File: src/rtl/instr_loader.sv
// Boot-time program loader: assembles a little-endian byte stream into 32-bit words
// and writes them to instruction memory, holding the core in reset until loaded.
module instr_loader #(
  parameter int DATA_WIDTH = 32,
  parameter int ADDR_WIDTH = 12,
  parameter int BASE_ADDR  = 0
) (
  input  logic                  clk,
  input  logic                  rst,
  input  logic                  start,
  input  logic                  byte_valid,
  input  logic [7:0]            byte_data,
  output logic                  byte_ready,
  output logic                  mem_we,
  output logic [ADDR_WIDTH-1:0] mem_addr,
  output logic [DATA_WIDTH-1:0] mem_wdata,
  output logic                  cpu_rst,
  output logic                  done,
  output logic                  error
);

  localparam logic [2:0] S_IDLE  = 3'd0;
  localparam logic [2:0] S_HDR   = 3'd1;
  localparam logic [2:0] S_DATA  = 3'd2;
  localparam logic [2:0] S_WRITE = 3'd3;
  localparam logic [2:0] S_DONE  = 3'd4;
  localparam logic [2:0] S_ERR   = 3'd5;

  // Words available from BASE_ADDR to the top of memory; 33 bits so the compare cannot wrap.
  localparam logic [32:0] LIMIT = (33'd1 << (ADDR_WIDTH - 2)) - 33'(BASE_ADDR >> 2);
  localparam logic [ADDR_WIDTH-1:0] BASE = ADDR_WIDTH'(BASE_ADDR);

  logic [2:0]  state;
  logic [1:0]  bcnt;
  logic [31:0] count;
  logic [31:0] remaining;
  logic        xfer;
  logic [31:0] hdr_n;

  assign xfer  = byte_valid & byte_ready;
  assign hdr_n = {byte_data, count[23:0]};

  // Every status output is a pure decode of the state register.
  assign byte_ready = (state == S_HDR) || (state == S_DATA);
  assign mem_we     = (state == S_WRITE);
  assign cpu_rst    = (state != S_DONE);
  assign done       = (state == S_DONE);
  assign error      = (state == S_ERR);

  always_ff @(posedge clk or posedge rst) begin
    if (rst) begin
      state     <= S_IDLE;
      bcnt      <= 2'd0;
      count     <= 32'd0;
      remaining <= 32'd0;
      mem_addr  <= BASE;
      mem_wdata <= '0;
    end else begin
      case (state)
        S_IDLE, S_DONE, S_ERR: begin
          if (start) begin
            state <= S_HDR;
            bcnt  <= 2'd0;
            count <= 32'd0;
          end
        end
        S_HDR: begin
          if (xfer) begin
            count[{bcnt, 3'b000} +: 8] <= byte_data;
            bcnt <= bcnt + 2'd1;
            if (bcnt == 2'd3) begin
              if (hdr_n == 32'd0) begin
                state <= S_DONE;
              end else if ({1'b0, hdr_n} > LIMIT) begin
                state <= S_ERR;
              end else begin
                state     <= S_DATA;
                mem_addr  <= BASE;
                remaining <= hdr_n;
              end
            end
          end
        end
        S_DATA: begin
          if (xfer) begin
            mem_wdata[{bcnt, 3'b000} +: 8] <= byte_data;
            bcnt <= bcnt + 2'd1;
            if (bcnt == 2'd3) state <= S_WRITE;
          end
        end
        S_WRITE: begin
          remaining <= remaining - 32'd1;
          // Address stays on the last written word once the program is complete.
          if (remaining == 32'd1) begin
            state <= S_DONE;
          end else begin
            mem_addr <= mem_addr + ADDR_WIDTH'(4);
            state    <= S_DATA;
          end
        end
        default: state <= S_IDLE;
      endcase
    end
  end

endmodule

File: config.mk
export PLATFORM = sky130hd
export DESIGN_NAME = instr_loader
export DESIGN_NICKNAME = d
export VERILOG_FILES = /design/src/rtl/instr_loader.sv
export SDC_FILE = /design/constraint.sdc
export NUM_CORES = 1
export LEC_CHECK = 0
export ABC_AREA = 1
export BUFFER_PORTS_ARGS = -buffer_cell sky130_fd_sc_hd__buf_2
export CAP_MARGIN = 20
export CORE_MARGIN = 4
export CORE_UTILIZATION = 32
export CTS_CLUSTER_DIAMETER = 40
export CTS_CLUSTER_SIZE = 12
export DETAILED_ROUTE_END_ITERATION = 6
export GPL_ROUTABILITY_DRIVEN = 0
export GPL_TIMING_DRIVEN = 1
export HOLD_SLACK_MARGIN = 0.06
export PLACE_DENSITY = 0.53
export RECOVER_POWER = 100
export SLEW_MARGIN = 10
export SYNTH_ARGS = -nofsm -noshare
export SYNTH_HDL_FRONTEND = slang
export SYNTH_SLANG_ARGS = --single-unit
File: constraint.sdc
create_clock -name clk -period 4.54 [get_ports clk]
set_clock_uncertainty 0.05 [all_clocks]
set_input_delay 0.227 -clock clk [delete_from_list [all_inputs] [get_ports clk]]
set_output_delay 0.227 -clock clk [all_outputs]
set_load 0.005 [all_outputs]
==> run_results.csv, run 1 <==
group,metric,value,unit
setup_path,r2r_cells,6,
routing,drc,0,
setup_path,r2r_start,"bcnt[0]",
synthesis,syn_area,5880,um^2
routing,vias,4946,
hold_path,hold_class,"in -> reg",
synthesis,synth_commonest_cells,"nand2_1 (182), dfrtp_1 (103), nor2_1 (99), nand3_1 (82), inv_1 (66)",
cells_and_area,fill_cells,1970,
setup_path,crit_path_end_kind,"flop",
cells_and_area,finalNetCount,821,
floorplanning,die_area,20600,um^2
placed_design,hpwl,10600,um
cells_and_area,multi_input_comb_area,2850,um^2
setup_path,criticalPathCategory,"reg -> reg",
placed_design,io_buffers,58,
floorplanning,ioPinCount,61,
sta,hold_violations,0,
floorplanning,core_area,18000,um^2
routing,wl_per_cell,14.0,um
setup_path,start_kind,"flop",
clock_network,cts_max_path_buffers,2,
power,peakVddDrop,383,uV
cells_and_area,drive_gt1_share,12.8,%
floorplanning,fp-row-count,49,
run_status,status,"complete, but fails checks",
sta,relSlewSlack,-84.2,%
run_status,violations,"max-capacitance violations, max-slew violations",
grt,grt_pass1_wl,24400,um
setup_path,critPathRequiredTime,4690,ps
floorplanning,start_util,32.6,%
synthesis,yosysSeqAreaShare,43.8,%
synthesis,synth_edf_count,0,
setup_path,r2r-end,"remaining[17]",
sta,fmax,326,MHz
grt,grt_max_degree,60,
cells_and_area,seqCellArea,2580,um^2
synthesis,ys_ff_latch,103,
sta,setup_viol,0,
routing,dr.pass1.iters,5,
synthesis,yosysMostFrequentCell,"nand2_1",
hold_path,min-delay-start,"byte_data[0]",
sta,min_period,3070,ps
grt,grt_pass1_vias,4762,
hold_path,hold_path_end,"mem_wdata[24]",
clock_network,htreeDepth,3,
synthesis,yosysUniqueCellTypes,39,
sta,tightest_slew,2750,ps
synthesis,yosysTopAreaCellShare,43.8,%
clock_network,clk_pin_slew_worst_paths,80,ps
clock_network,cts.sinks,103,
sta,period_share,67.6,%
clock_network,numCtsBuffers,9,
power,power_density,468,nW/um^2
cells_and_area,fin_util,36.5,%
synthesis,async_reset_ff_share,100,%
setup_path,crit_fanout,36,
synthesis,yosysTopAreaCell,"dfrtp_1",
clock_network,cts_tree,"yes",
synthesis,synth_area_per_cell,7.84,um^2
clock_network,cts_setup_buffers,0,
clock_network,cts_root_buf,"clkbuf_16",
synthesis,ys_top_cells_by_area,"dfrtp_1 (44%), nand2_1 (12%), nand3_1 (7.0%), nor2_1 (6.3%), inv_1 (4.2%)",
grt,antenna_found_initial,1,
power,p_leak,3.09,nW
setup_path,reg2reg_setup_slack,1470,ps
synthesis,ys_warn_count,0,
clock_network,clock_latency,360,ps
hold_path,min_path_cells,3,
cells_and_area,syn_to_final_growth,12.0,%
routing,finalWirelength,14500,um
sta,tns,0,ps
setup_path,critPathArrivalTime,3230,ps
routing,viasPerCell,4.78,
routing,ant_nets,0,
job,maxCapViolCount,2,
routing,drt_iter0_drc,242,
floorplanning,die_h,144,um
synthesis,syn-instance-count,750,
cells_and_area,antenna_cells,0,
grt,globalRouteTotalUtil,14.8,%
synthesis,synth_top_flop_cell,"dfrtp_1",
grt,gr-total-overflow,0,
sta,rsz0062_at_grt,"no",
setup_path,crit_path_start,"bcnt[0]",
floorplanning,fp.dieW,144,um
sta,drv_slew,78,
metrics by stage:
step	instance area [um^2]	power, W	hold WS (ps)	worst slack (ps)	instances
5_1_grt	6580	0.00334	148	1070	1035
3_5_place_dp	6340	0.00234	383	2340	1018
2_1_floorplan	5880	0.00207	345	1560	751
4_1_cts	6660	0.00316	141	2330	1035
6_report	6580	0.00308	163	1470	1035
3_3_place_gp	6340	0.00233	379	2370	1018
cell families (layout without fill, tap and decap cells):
kind of cell             count (synthesis)  count (layout)  share of synthesized area (%)
AO/OA/AOI/OAI                           72              72                           7.58
XOR/XNOR                                17              17                           2.53
adder cells (fa/ha/maj)                  8               8                           1.70
buffers and inverters                   98             153                           7.13
flip-flops                             103             103                           43.8
multiplexers                            16              16                           3.06
other                                    1               2                         0.0638
AND/OR/NAND/NOR                        435             435                           34.1
power breakdown:
part / total, W / internal, W / switching, W
sequential: 0.00130 / 0.00109 / 0.000207
combinational: 0.000981 / 0.000308 / 0.000673
clock: 0.000806 / 0.000409 / 0.000397
total: 0.00308 / 0.00181 / 0.00128
worst max-delay path, stage by stage, from the launching register on:
cell and delay, ps:
dfrtp_1 640, ha_1 230, nand2_1 90, a21oi_1 1290
nand2_8 350, nand2_1 140, o21ai_0 100
metal layers:
metal / vias up / share of wire (%) / GRT usage [%]
li1: 2536 / - / -
met1: 2300 / 46 / 19.9
met2: 90 / 48 / 24.0
met3: 18 / 4.5 / 3.83
met4: 2 / 1.5 / 3.52
met5: - / 0.048 / 0
how the worst max path moves through the flow:
stage                          endpoint  slack, ps
after floorplan                 bcnt[0]       1560
after global placement         count[2]       2370
after detailed placement  remaining[17]       2340
after CTS                 remaining[17]       2330
after global routing      remaining[26]       1070
final                     remaining[17]       1470
state kept, by name, indices dropped and copies added (netlist names):
| signal | cells |
|---|---|
| bcnt | 2 |
| count | 24 |
| mem_addr | 10 |
| mem_wdata | 32 |
| remaining | 32 |
| state | 3 |
final cells by class:
type,instances,share of cell area (%)
clock buffers,10,3.63
inverters,77,4.41
flip-flops and latches,103,39.1
repair buffers,60,4.05
multi-input cells,550,43.3
well taps,229,4.35
clock inverters,6,1.10
cell usage in the layout (no fill, tap or decap), types with 2 or more instances in the layout:
cell type	instances
o21bai_1	5
o41ai_1	6
xnor2_1	6
nand2_4	2
buf_2	25
buf_1	2
conb_1	2
xor2_1	11
clkinv_8	2
nor3_1	10
inv_8	2
nand2_1	189
inv_2	6
mux2_2	16
o21ai_0	45
clkbuf_16	9
nor2_2	7
nand2_2	4
nor2_1	100
nand4_1	20
inv_6	2
clkbuf_1	31
o22ai_1	6
o21ai_2	7
nor2_4	8
nand3_2	3
or2_2	4
nand3_1	82
ha_1	8
dfrtp_1	103
inv_1	70
timing repair:
action / in CTS / in global routing
endpoints found under the hold margin: 58 / 0
hold buffers: 1 / 0
resized for setup: 0 / 0
Power figures use the tool's default switching activity.
==> run 2, diff against run 1 <==
- ABC_AREA: 1 -> 0
- clock period: 4.54 -> 3.15 ns (I/O delays scaled with it)
==> run_results.csv, run 2 <==
group,metric,value,unit
run_status,status,"complete, but fails checks",
run_status,violations,"max-capacitance violations, max-slew violations",
cells_and_area,multi_input_comb_area,2440,um^2
synthesis,yosysTopAreaCell,"dfrtp_1",
cells_and_area,drive_gt1_share,11.4,%
sta,period_share,88.2,%
cells_and_area,seqCellArea,2580,um^2
routing,wl_met3,668,um
placed_design,io_buffers,58,
routing,dr.max_layer_used,"met4",
setup_path,path_cells,"or4_1 -> or4_1 -> and4_4 -> o21ai_4 -> clkbuf_2 -> a21oi_1 -> o22a_1",
sta,min_period,2780,ps
floorplanning,fp-row-count,46,
power,p_leak,2.57,nW
grt,antenna_found_initial,0,
clock_network,cts_max_path_buffers,2,
setup_path,crit_path_end_kind,"flop",
placed_design,dp.cells,865,
job,maxCapViolCount,1,
synthesis,ys_ff_latch,103,
floorplanning,die_h,137,um
clock_network,clk_pin_slew_worst_paths,80,ps
clock_network,cts_tree,"yes",
sta,postLayoutSetupSlackWorst,373,ps
setup_path,critPathArrivalTime,2970,ps
cells_and_area,fin_util,38.0,%
cells_and_area,antenna_cells,0,
clock_network,clock_latency,360,ps
hold_path,hold_class,"in -> reg",
sta,relSlewSlack,-33.0,%
sta,fmax,360,MHz
synthesis,synth_area_per_cell,8.64,um^2
placed_design,pre_cts_slack,503,ps
routing,drc,0,
synthesis,synth_top_flop_cell,"dfrtp_1",
cells_and_area,top_regs,"mem_wdata x32, remaining x32, count x24",
floorplanning,core_area,16100,um^2
synthesis,ys_top_cells_by_area,"dfrtp_1 (49%), o21ai_0 (8.5%), nand2_1 (6.4%), a21oi_1 (4.1%), nand3_1 (3.0%)",
setup_path,start_kind,"flop",
routing,dr.pass1.iters,5,
synthesis,yosysMostFrequentCell,"dfrtp_1",
synthesis,yosysTopAreaCellShare,48.7,%
setup_path,cpMaxStageDelayCell,"or4_1",
synthesis,syn_area,5300,um^2
setup_path,crit_fanout,26,
clock_network,numCtsBuffers,9,
grt,grt_pass1_vias,4505,
floorplanning,fp.dieW,137,um
grt,gr-total-overflow,0,
clock_network,cts_root_buf,"clkbuf_16",
setup_path,cp_slowest_stage_delay,580,ps
routing,dr_wl_met2,6660,um
synthesis,async_reset_ff_share,100,%
routing,viasPerCell,5.28,
cells_and_area,fill_cells,1671,
routing,drt-met1-wl,6610,um
sta,setup_viol,0,
setup_path,crit_top_cell,"or4_1",
sta,drv_slew,41,
synthesis,syn-instance-count,613,
floorplanning,ioPinCount,61,
cells_and_area,syn_to_final_growth,15.1,%
clock_network,cts.sinks,103,
synthesis,yosysSeqAreaShare,48.7,%
sta,tightest_slew,1980,ps
grt,grt_max_degree,64,
power,peakVddDrop,430,uV
setup_path,criticalPathCategory,"reg -> reg",
sta,rsz0062_at_grt,"no",
floorplanning,start_util,33.0,%
clock_network,htreeDepth,3,
setup_path,critPathRequiredTime,3340,ps
placed_design,hpwl,9650,um
synthesis,synth_edf_count,0,
hold_path,min_path_cells,2,
cells_and_area,finalNonFillerCells,882,
routing,vias,4655,
floorplanning,die_area,18700,um^2
sta,tns,0,ps
routing,wl_per_cell,15.9,um
cells_and_area,layout_commonest_cell,"dfrtp_1",
grt,globalRouteTotalUtil,15.8,%
cells_and_area,finalNetCount,681,
routing,finalWirelength,14000,um
setup_path,r2r_cells,7,
cells_and_area,layout_common_cells,"dfrtp_1 (103), nand2_1 (90), o21ai_0 (90)",
routing,ant_nets,0,
grt,grt_pass1_wl,23600,um
synthesis,ys_warn_count,0,
routing,drt_iter0_drc,249,
power,power_density,835,nW/um^2
sta,hold_violations,0,
synthesis,synth_commonest_cells,"dfrtp_1 (103), nand2_1 (90), o21ai_0 (90), a21oi_1 (43), nor2_1 (36)",
clock_network,post_cts_resized,0,
synthesis,yosysUniqueCellTypes,64,
run 2: per-layer routing:
| metal | GRT usage, % | vias up |
|---|---|---|
| met2 | 25.8 | 90 |
| li1 | - | 2280 |
| met3 | 4.41 | 10 |
| met5 | 0 | - |
| met1 | 21.0 | 2275 |
| met4 | 3.30 | 0 |
run 2: worst max-delay path, delay by kind of cell, from the launching register on:
kind,cells,cell delay [ps]
compound gates,3,380
flops,1,410
simple gates,3,1360
buf+inv,1,460
run 2: worst paths after layout:
check	from	endpoint	slack, ps
max	count[6]	remaining[24]	370
min	byte_valid	bcnt[0]	90
max reg2reg	count[6]	remaining[24]	370
min reg2reg	mem_wdata[16]	mem_wdata[16]	430
max in group asynchronous	rst	mem_wdata[2]	1230
min in group asynchronous	rst	remaining[29]	800
run 2: metrics by stage:
| stage | hold WS (ps) | power (W) | cell area (um^2) |
|---|---|---|---|
| 2_1_floorplan | 397 | 0.00332 | 5300 |
| 3_3_place_gp | 203 | 0.00391 | 5840 |
| 3_5_place_dp | 215 | 0.00396 | 5840 |
| 4_1_cts | 81.4 | 0.00519 | 6170 |
| 5_1_grt | 102 | 0.00549 | 6100 |
| 6_report | 94.6 | 0.00509 | 6100 |
run 2: report_power, final:
group	leakage, nW	total (W)	internal [W]	switching [W]
sequential	1.38	0.00207	0.00166	0.000403
combinational	1.03	0.00181	0.000721	0.00109
clock	0.157	0.00121	0.000642	0.000571
total	2.57	0.00509	0.00303	0.00206
run 2: what timing repair did:
| action | 4_1_cts | 5_1_grt |
|---|---|---|
| hold buffers | 1 | 0 |
| endpoints found under the hold margin | 40 | 0 |
| endpoints found under the setup margin | 0 | 0 |
| setup buffers | 0 | 0 |
run 2: kinds of logic (layout without fill, tap and decap cells):
| kind of cell | count (synthesis) | in the layout | share of synthesized area, % |
|---|---|---|---|
| buffers and inverters | 67 | 119 | 5.17 |
| and+or+nand+nor | 248 | 248 | 23.1 |
| muxes | 2 | 2 | 0.402 |
| adders and majority gates | 8 | 8 | 1.89 |
| xor gates and xnor gates | 1 | 1 | 0.165 |
| DFF | 103 | 103 | 48.7 |
| other | 1 | 2 | 0.0708 |
| AOI/OAI and AO/OA | 183 | 183 | 20.5 |
run 2: area by class of cell:
cell class / instances / area share, %
Sequential cell: 103 / 42.3
Timing Repair Buffer: 74 / 6.26
Inverter: 29 / 1.81
Multi-Input combinational cell: 444 / 40.0
Clock inverter: 7 / 1.56
Clock buffer: 9 / 3.69
Tap cell: 216 / 4.43
